**src/rtl/idma_irq_coalescer_if.sv**
```systemverilog
// Completion / interrupt bus between the iDMA backends, the register
// frontend and the interrupt coalescer.
//   done_i    : per-source single-cycle completion strobes (backend -> coalescer)
//   ack_i     : per-source W1C acknowledge pulses (frontend -> coalescer)
//   en_i      : per-source interrupt enable mask (frontend -> coalescer)
//   irq_o     : per-source interrupt lines (coalescer -> interrupt controller)
//   irq_any_o : OR of irq_o (coalescer -> interrupt controller)
// Source 2c is read-done of channel c, source 2c+1 is write-done of channel c.
interface idma_irq_coalescer_if #(
    parameter int unsigned NumChannels = 4
);
    localparam int unsigned S = 2 * NumChannels;

    logic [S-1:0] done_i;
    logic [S-1:0] ack_i;
    logic [S-1:0] en_i;
    logic [S-1:0] irq_o;
    logic         irq_any_o;

    // Coalescer side
    modport slave (
        input  done_i,
        input  ack_i,
        input  en_i,
        output irq_o,
        output irq_any_o
    );

    // Driver / observer side (backends, frontend, interrupt controller)
    modport master (
        output done_i,
        output ack_i,
        output en_i,
        input  irq_o,
        input  irq_any_o
    );
endinterface

```
**src/rtl/idma_irq_coalescer.sv**
```systemverilog
// Per-source completion-interrupt coalescer for multi-channel iDMA.
// Each source counts completion events and raises a sticky pending bit once
// the count reaches the threshold or once the coalescing timer expires.
// Ports:
//   clk_i     : clock, all state updates on the rising edge
//   rst_i     : synchronous active-high reset
//   irq_if    : done/ack/enable inputs and irq outputs (slave modport)
//   thresh_i  : shared event-count threshold (0 behaves as 1)
//   timeout_i : shared coalescing timeout in cycles (0 disables the timer)
//   cnt_o     : per-source event counters, source s at [s*CntWidth +: CntWidth]
//   ovf_o     : sticky per-source counter-saturation flags
module idma_irq_coalescer #(
    parameter int unsigned NumChannels  = 4,
    parameter int unsigned CntWidth     = 8,
    parameter int unsigned TimeoutWidth = 16
) (
    input  logic                                 clk_i,
    input  logic                                 rst_i,
    idma_irq_coalescer_if.slave                  irq_if,
    input  logic [CntWidth-1:0]                  thresh_i,
    input  logic [TimeoutWidth-1:0]              timeout_i,
    output logic [2*NumChannels*CntWidth-1:0]    cnt_o,
    output logic [2*NumChannels-1:0]             ovf_o
);
    localparam int unsigned S = 2 * NumChannels;

    logic [S-1:0][CntWidth-1:0]     cnt_q, cnt_d;
    logic [S-1:0][TimeoutWidth-1:0] tmr_q, tmr_d;
    logic [S-1:0]                   pend_q, pend_d;
    logic [S-1:0]                   ovf_q, ovf_d;

    logic [S-1:0]                   tmr_run;
    logic [S-1:0]                   tmr_hit;
    logic [CntWidth-1:0]            thr_eff;

    always_comb begin
        thr_eff = (thresh_i == '0) ? CntWidth'(1) : thresh_i;
        cnt_d   = cnt_q;
        tmr_d   = tmr_q;
        pend_d  = pend_q;
        ovf_d   = ovf_q;
        tmr_run = '0;
        tmr_hit = '0;
        for (int s = 0; s < S; s++) begin
            tmr_run[s] = (cnt_q[s] != '0) && !pend_q[s] && (timeout_i != '0);
            // >= rather than == so that lowering timeout_i below an already
            // elapsed timer still fires instead of stalling forever.
            tmr_hit[s] = tmr_run[s] && (tmr_q[s] >= (timeout_i - TimeoutWidth'(1)));

            if (irq_if.ack_i[s]) begin
                // A strobe colliding with the ack is kept as the first new event.
                cnt_d[s]  = CntWidth'(irq_if.done_i[s]);
                tmr_d[s]  = '0;
                ovf_d[s]  = 1'b0;
                pend_d[s] = irq_if.done_i[s] && (thr_eff == CntWidth'(1));
            end else begin
                if (irq_if.done_i[s]) begin
                    if (&cnt_q[s]) begin
                        ovf_d[s] = 1'b1;
                    end else begin
                        cnt_d[s] = cnt_q[s] + CntWidth'(1);
                    end
                end
                if (tmr_run[s] && !(&tmr_q[s])) begin
                    tmr_d[s] = tmr_q[s] + TimeoutWidth'(1);
                end
                // thr_eff >= 1, so this never fires on an empty counter.
                if ((cnt_d[s] >= thr_eff) || tmr_hit[s]) begin
                    pend_d[s] = 1'b1;
                end
            end
        end
    end

    always_ff @(posedge clk_i) begin
        if (rst_i) begin
            cnt_q  <= '0;
            tmr_q  <= '0;
            pend_q <= '0;
            ovf_q  <= '0;
        end else begin
            cnt_q  <= cnt_d;
            tmr_q  <= tmr_d;
            pend_q <= pend_d;
            ovf_q  <= ovf_d;
        end
    end

    assign irq_if.irq_o     = pend_q & irq_if.en_i;
    assign irq_if.irq_any_o = |(pend_q & irq_if.en_i);
    assign cnt_o            = cnt_q;
    assign ovf_o            = ovf_q;

endmodule

```
**src/flat_wrapper.sv**
```systemverilog
// flat-port wrapper written by rule: the top's interface ports become plain ports
module idma_irq_coalescer_flat 
#(
    parameter int unsigned NumChannels  = 4,
    parameter int unsigned CntWidth     = 8,
    parameter int unsigned TimeoutWidth = 16
)
  (clk_i, rst_i, thresh_i, timeout_i, cnt_o, ovf_o, irq_if_done_i, irq_if_ack_i, irq_if_en_i, irq_if_irq_o, irq_if_irq_any_o);
  idma_irq_coalescer_if #(.NumChannels(NumChannels)) irq_if_i ();
  input  logic clk_i;
  input  logic rst_i;
  input  logic [CntWidth-1:0] thresh_i;
  input  logic [TimeoutWidth-1:0] timeout_i;
  output logic [2*NumChannels*CntWidth-1:0] cnt_o;
  output logic [2*NumChannels-1:0] ovf_o;
  input wire logic [$bits(irq_if_i.done_i)-1:0] irq_if_done_i;
  input wire logic [$bits(irq_if_i.ack_i)-1:0] irq_if_ack_i;
  input wire logic [$bits(irq_if_i.en_i)-1:0] irq_if_en_i;
  output wire logic [$bits(irq_if_i.irq_o)-1:0] irq_if_irq_o;
  output wire logic [$bits(irq_if_i.irq_any_o)-1:0] irq_if_irq_any_o;
  assign irq_if_i.done_i = irq_if_done_i;
  assign irq_if_i.ack_i = irq_if_ack_i;
  assign irq_if_i.en_i = irq_if_en_i;
  assign irq_if_irq_o = irq_if_i.irq_o;
  assign irq_if_irq_any_o = irq_if_i.irq_any_o;
  idma_irq_coalescer #(.NumChannels(NumChannels), .CntWidth(CntWidth), .TimeoutWidth(TimeoutWidth)) u_core (.clk_i(clk_i), .rst_i(rst_i), .irq_if(irq_if_i), .thresh_i(thresh_i), .timeout_i(timeout_i), .cnt_o(cnt_o), .ovf_o(ovf_o));
endmodule
```
**config.mk**
```make
export PLATFORM = sky130hd
export DESIGN_NAME = idma_irq_coalescer_flat
export DESIGN_NICKNAME = d
export VERILOG_FILES = /design/src/rtl/idma_irq_coalescer_if.sv /design/src/rtl/idma_irq_coalescer.sv /design/src/flat_wrapper.sv
export SDC_FILE = /design/constraint.sdc
export NUM_CORES = 1
export LEC_CHECK = 0
export ABC_CLOCK_PERIOD_IN_PS = 6020
export BUFFER_PORTS_ARGS = -buffer_cell sky130_fd_sc_hd__buf_2
export CAP_MARGIN = 20
export CORE_ASPECT_RATIO = 1.1
export CORE_MARGIN = 5
export CORE_UTILIZATION = 44
export CTS_CLUSTER_SIZE = 14
export DETAILED_ROUTE_END_ITERATION = 12
export REMOVE_ABC_BUFFERS = 1
export SYNTH_ARGS = -nofsm -noshare
export SYNTH_HDL_FRONTEND = slang
export SYNTH_SLANG_ARGS = --single-unit
```
**constraint.sdc**
```tcl
create_clock -name clk_i -period 6.02 [get_ports clk_i]
set_input_delay 0.602 -clock clk_i [delete_from_list [all_inputs] [get_ports clk_i]]
set_output_delay 0.602 -clock clk_i [all_outputs]
set_load 0.02 [all_outputs]
```
Word-level counts from Yosys, hierarchy flattened:

Cells that the tools add are included.

* register bits: 208
* input port bits: 50
* output and inout port bits: 81
* word-level logic and storage cells: 239

* add/sub/neg operators: 17
* magnitude comparators: 16
* equality and inequality tests: 1
* multiplexer cells: 49
* bitwise logic cells: 1
* reductions and logical operators: 115

Operator list (count)
* 8-bit 2-to-1 mux: 25
* 16-bit by 1-bit adder with 16-bit output (second input constant): 8
* 16-bit >= comparator: 8
* 16-bit AND reduction: 8
* 9-bit AND reduction: 8
* 8-bit by 1-bit adder with 8-bit output (second input constant): 8
* 8-bit >= comparator: 8
* 8-bit AND reduction: 8
* 8-bit nonzero test: 8
* 1-bit logical AND: 40
* 1-bit 2-to-1 mux: 24
* 1-bit logical NOT: 16
* 16-bit nonzero test: 1
* 2-bit nonzero test: 8
* 2-bit OR reduction: 8
* 16-bit by 1-bit subtractor with 16-bit output (second input constant): 1
* 8-bit AND: 1
* 8-bit by 1-bit equality test with 1-bit output (second input constant): 1
* 8-bit logical NOT: 1
* 1-bit logical OR: 8
* 8-bit OR reduction: 1

Depth between registers and ports, before layout:

* depth in word-level cells: 8
* mapped depth: 13
* depth with buffers taken out: 13

Least setup slack after synthesis:

Ideal clock, no wire load.

* kind: input to register
* start: input port timeout_i[4]
* end: register u_core.pend_q[6]
* library setup time: 0.126 ns
* arrival time: 3.586 ns
* required time: 5.894 ns
* path slack: 2.307 ns
* cell stages on the path: 13
* buffers on the path: 2
* cells stage by stage: or4_1 buf_2 nor2_1 clkbuf_1 nand2_1 nor4_1 xnor2_1 ha_1 a21o_1 a21o_1 a211o_1 a221oi_1 o31ai_1

* longest elaborated chain between the ends: 5
* elaborated cells between the ends (all ways): 7
* classes of those cells: add/sub (1); order compare (1); reduce/logical (5)

Ends and longest elaborated chain
* start: declaration: line flat_wrapper.sv:13 `input logic [TimeoutWidth-1:0] timeout_i;`
* 16-bit by 1-bit subtractor with 16-bit output or 16-bit nonzero test (tied branches): line idma_irq_coalescer.sv:48, idma_irq_coalescer.sv:45
* 16-bit >= comparator or 1-bit logical AND (tied branches): line idma_irq_coalescer.sv:48, idma_irq_coalescer.sv:45
* 1-bit logical AND *: line idma_irq_coalescer.sv:48 `tmr_hit[s] = tmr_run[s] && (tmr_q[s] >= (timeout_i - TimeoutWidth'(1)));`
* 1-bit logical OR *: line idma_irq_coalescer.sv:68 `if ((cnt_d[s] >= thr_eff) || tmr_hit[s]) begin`
* 2-bit nonzero test (no source line) *
* end signal: assignment: line idma_irq_coalescer.sv:84 `pend_q <= pend_d;`
* end: declaration: line idma_irq_coalescer.sv:29 `logic [S-1:0] pend_q, pend_d;`

Every way passes the cells marked *; elsewhere a longest branch is shown, timed or not.
A chain may end at the register's enable or synchronous reset.

Worst setup path in the final report:

* start: input port timeout_i[0]
* end: register u_core.pend_q[5]

Same word-level chain as after synthesis.

==> flow_metrics.py <==
metrics = {
    "cts": {
        "cts_hold_buf": 0,
        "numCtsBuffers": 25,
        "clockRootBuffer": "clkbuf_16",
        "postCtsSetupBuffers": 0,
        "cts_tree": "done",
        "post_cts_resized": 0,
        "clk_pin_slew_ns": 0.06,
        "insertion_delay_ns": 0.52,
        "cts.path.max_buffers": 3,
        "clock-sinks": 208,
        "htreeDepth": 1,
    },
    "final_layout": {
        "final_nets": 2123,
        "final_area_um2": 16500,
        "num-fill-cells": 3202,
        "final_common_cell": "ha_1",
        "drive_gt1_share_pct": 11.0,
        "multi_input_area_um2": 9930,
        "layout_common_cells": "ha_1, dfxtp_1, nor2_1",
        "area_growth_pct": 13.6,
        "final_util_pct": 50.8,
        "diodes": 0,
        "regArea_um2": 4160,
    },
    "floorplanning": {
        "die_x_um": 183,
        "rows": 69,
        "start_util_pct": 44.7,
        "io_pins": 131,
        "die_height_um": 200,
        "dieArea_um2": 36600,
        "core_area_um2": 32400,
    },
    "route": {
        "drt_pass1_iterations": 4,
        "ant_nets": 0,
        "drc": 0,
        "via_per_inst": 5.66,
        "wl_um": 40300,
        "num_vias": 13000,
        "met1_length_um": 19000,
        "wl_per_cell_um": 17.5,
        "first_iter_violations": 736,
        "wl_met2_um": 18300,
        "top_layer_used": "met5",
        "wl_met3_um": 2200,
    },
    "synth": {
        "syn_inst": 1723,
        "synth_edf_count": 0,
        "synth_top_area_share_pct": 28.8,
        "yosys.area.top_type": "dfxtp_1",
        "netlist_area_um2": 14500,
        "ys_ff_latch": 208,
        "ys_types": 63,
        "ys_async_sr_fraction_pct": 0,
        "yosysWarnings": 0,
        "ys.flop_type": "dfxtp_1",
        "avgSynthCellArea_um2": 8.40,
        "synth_area_leaders": "dfxtp_1, ha_1, xnor2_1",
        "yosysSeqAreaShare_pct": 28.8,
    },
    "timing": {
        "fin_skew_ns": 0.0109,
        "rsz0062_at_grt": "no",
        "fin_ws_ns": 2.10,
        "layout_worst_path_cycle_share_pct": 65.2,
        "report.final.slew_viol_count": 0,
        "relSlewSlack_pct": 32.2,
        "max_freq_ghz": 0.255,
        "tightest_slew_ns": 0.991,
        "hold_violations": 0,
        "tns_ns": 0,
        "min_period_ns": 3.92,
        "finalSetupViolCount": 0,
    },
    "placed_design": {
        "pre_cts_ws_ns": 1.55,
        "gp_congestion": 0.845,
        "dpl_cell_area_um2": 15700,
        "portBuffers": 130,
        "dp.final_hpwl_um": 30200,
    },
    "worst_setup_path": {
        "cp_max_fo": 10,
        "cp-end-kind": "flip-flop",
        "cp.required_ns": 6.40,
        "cp_data_arrival_time_ns": 4.31,
        "path_class": "input pin to flip-flop",
        "start_kind": "input pin",
    },
    "global_routing": {
        "grt_max_degree": 39,
        "first_global_vias": 12300,
        "antenna_found_initial": 2,
        "grt_use_total_pct": 21.1,
        "grt_pass1_wl_um": 64700,
        "grt-ovfl-total": 0,
    },
    "run": {
        "maxCapViolations": 0,
    },
    "hold_path": {
        "hp-class": "input pin to flip-flop",
    },
    "power": {
        "powerDensity_nw_per_um2": 198,
        "p_leak_nw": 7.21,
        "ir_drop_mv": 0.165,
    },
    "outcome": {
        "status": "completed",
    },
}
==> final timing paths <==
kind              cells after the start  slack (ns)               end              from
setup / recovery                     13        2.10  u_core.pend_q[5]      timeout_i[0]
hold / removal                        2        0.33  u_core.cnt_o[55]   irq_if_ack_i[6]
setup reg to reg                     13        2.53  u_core.pend_q[5]  u_core.cnt_o[40]
hold reg to reg                       2        0.46   u_core.ovf_o[3]   u_core.ovf_o[3]
==> cell families after synthesis <==
family | Yosys count | synth area share, %
adder cells (fa/ha/maj) | 214 | 18.4
XOR/XNOR | 149 | 9.01
AND/OR/NAND/NOR | 751 | 27.1
flip-flops | 208 | 28.8
AO/OA/AOI/OAI | 290 | 13.4
multiplexers | 10 | 0.691
buffers and inverters | 101 | 2.69
==> synth_stat cells (10+ instances only) <==
master / n
a31oi_1: 17
ha_1: 210
o21ai_0: 47
nor3b_1: 21
and2_1: 37
nand2_1: 109
inv_1: 64
mux2i_1: 10
and3_1: 43
nor3_1: 51
o211ai_1: 12
nand2b_1: 18
a21oi_1: 78
or3_1: 12
o21a_1: 18
or2_2: 14
nor4_1: 17
nor2_1: 189
xor2_1: 65
nor2b_1: 40
xnor2_1: 84
nand3_1: 91
a211oi_1: 13
or4_1: 12
dfxtp_1: 208
nand4_1: 64
and4_1: 15
clkbuf_1: 31
a21o_1: 41
==> routing by layer <==
metal,global-route usage (%),vias up
met5,0,-
met4,4.84,2
met3,2.69,64
met2,34.6,279
met1,29.6,6150
li1,-,6548
==> where the power goes <==
group          total [mW]  switching, mW  internal (mW)  leakage, nW
clock                1.48          0.598          0.883        0.386
sequential           1.41         0.0175           1.39         1.68
combinational       0.365          0.233          0.132         5.14
==> critical path: stages <==
cell	delay, ns
buf_2	0.11
inv_1	0.34
ha_1	0.26
or3b_1	0.48
xor2_1	0.55
buf_4	0.27
ha_1	0.25
a21o_1	0.18
a221o_1	0.31
a41oi_1	0.18
a211oi_1	0.07
nor3_1	0.50
o32ai_1	0.18
==> area by class of cell <==
cell class	count	share of cell area [%]
inverter	64	1.46
clock inverter	4	0.289
multi-input combinational	1414	60.3
clock buffer	37	4.50
timing repair buffer	150	4.87
sequential	208	25.3
tap	426	3.24
==> registers in the layout, summed over array words and instances, names as in the netlist <==
register,flops
u_core.ovf_o,8
u_core.pend_q,8
u_core.tmr_q,128
u_core.cnt_o,64
==> through the flow <==
stage | hold slack (ns) | power, mW | std cells
after floorplan | 0.466 | 1.65 | 1686
after global placement | 0.449 | 1.79 | 2261
after detailed placement | 0.448 | 1.80 | 2262
after CTS | 0.306 | 3.29 | 2303
after global routing | 0.336 | 3.39 | 2303
final | 0.327 | 3.25 | 2303
Note: power is estimated with default switching activity, not from simulation.
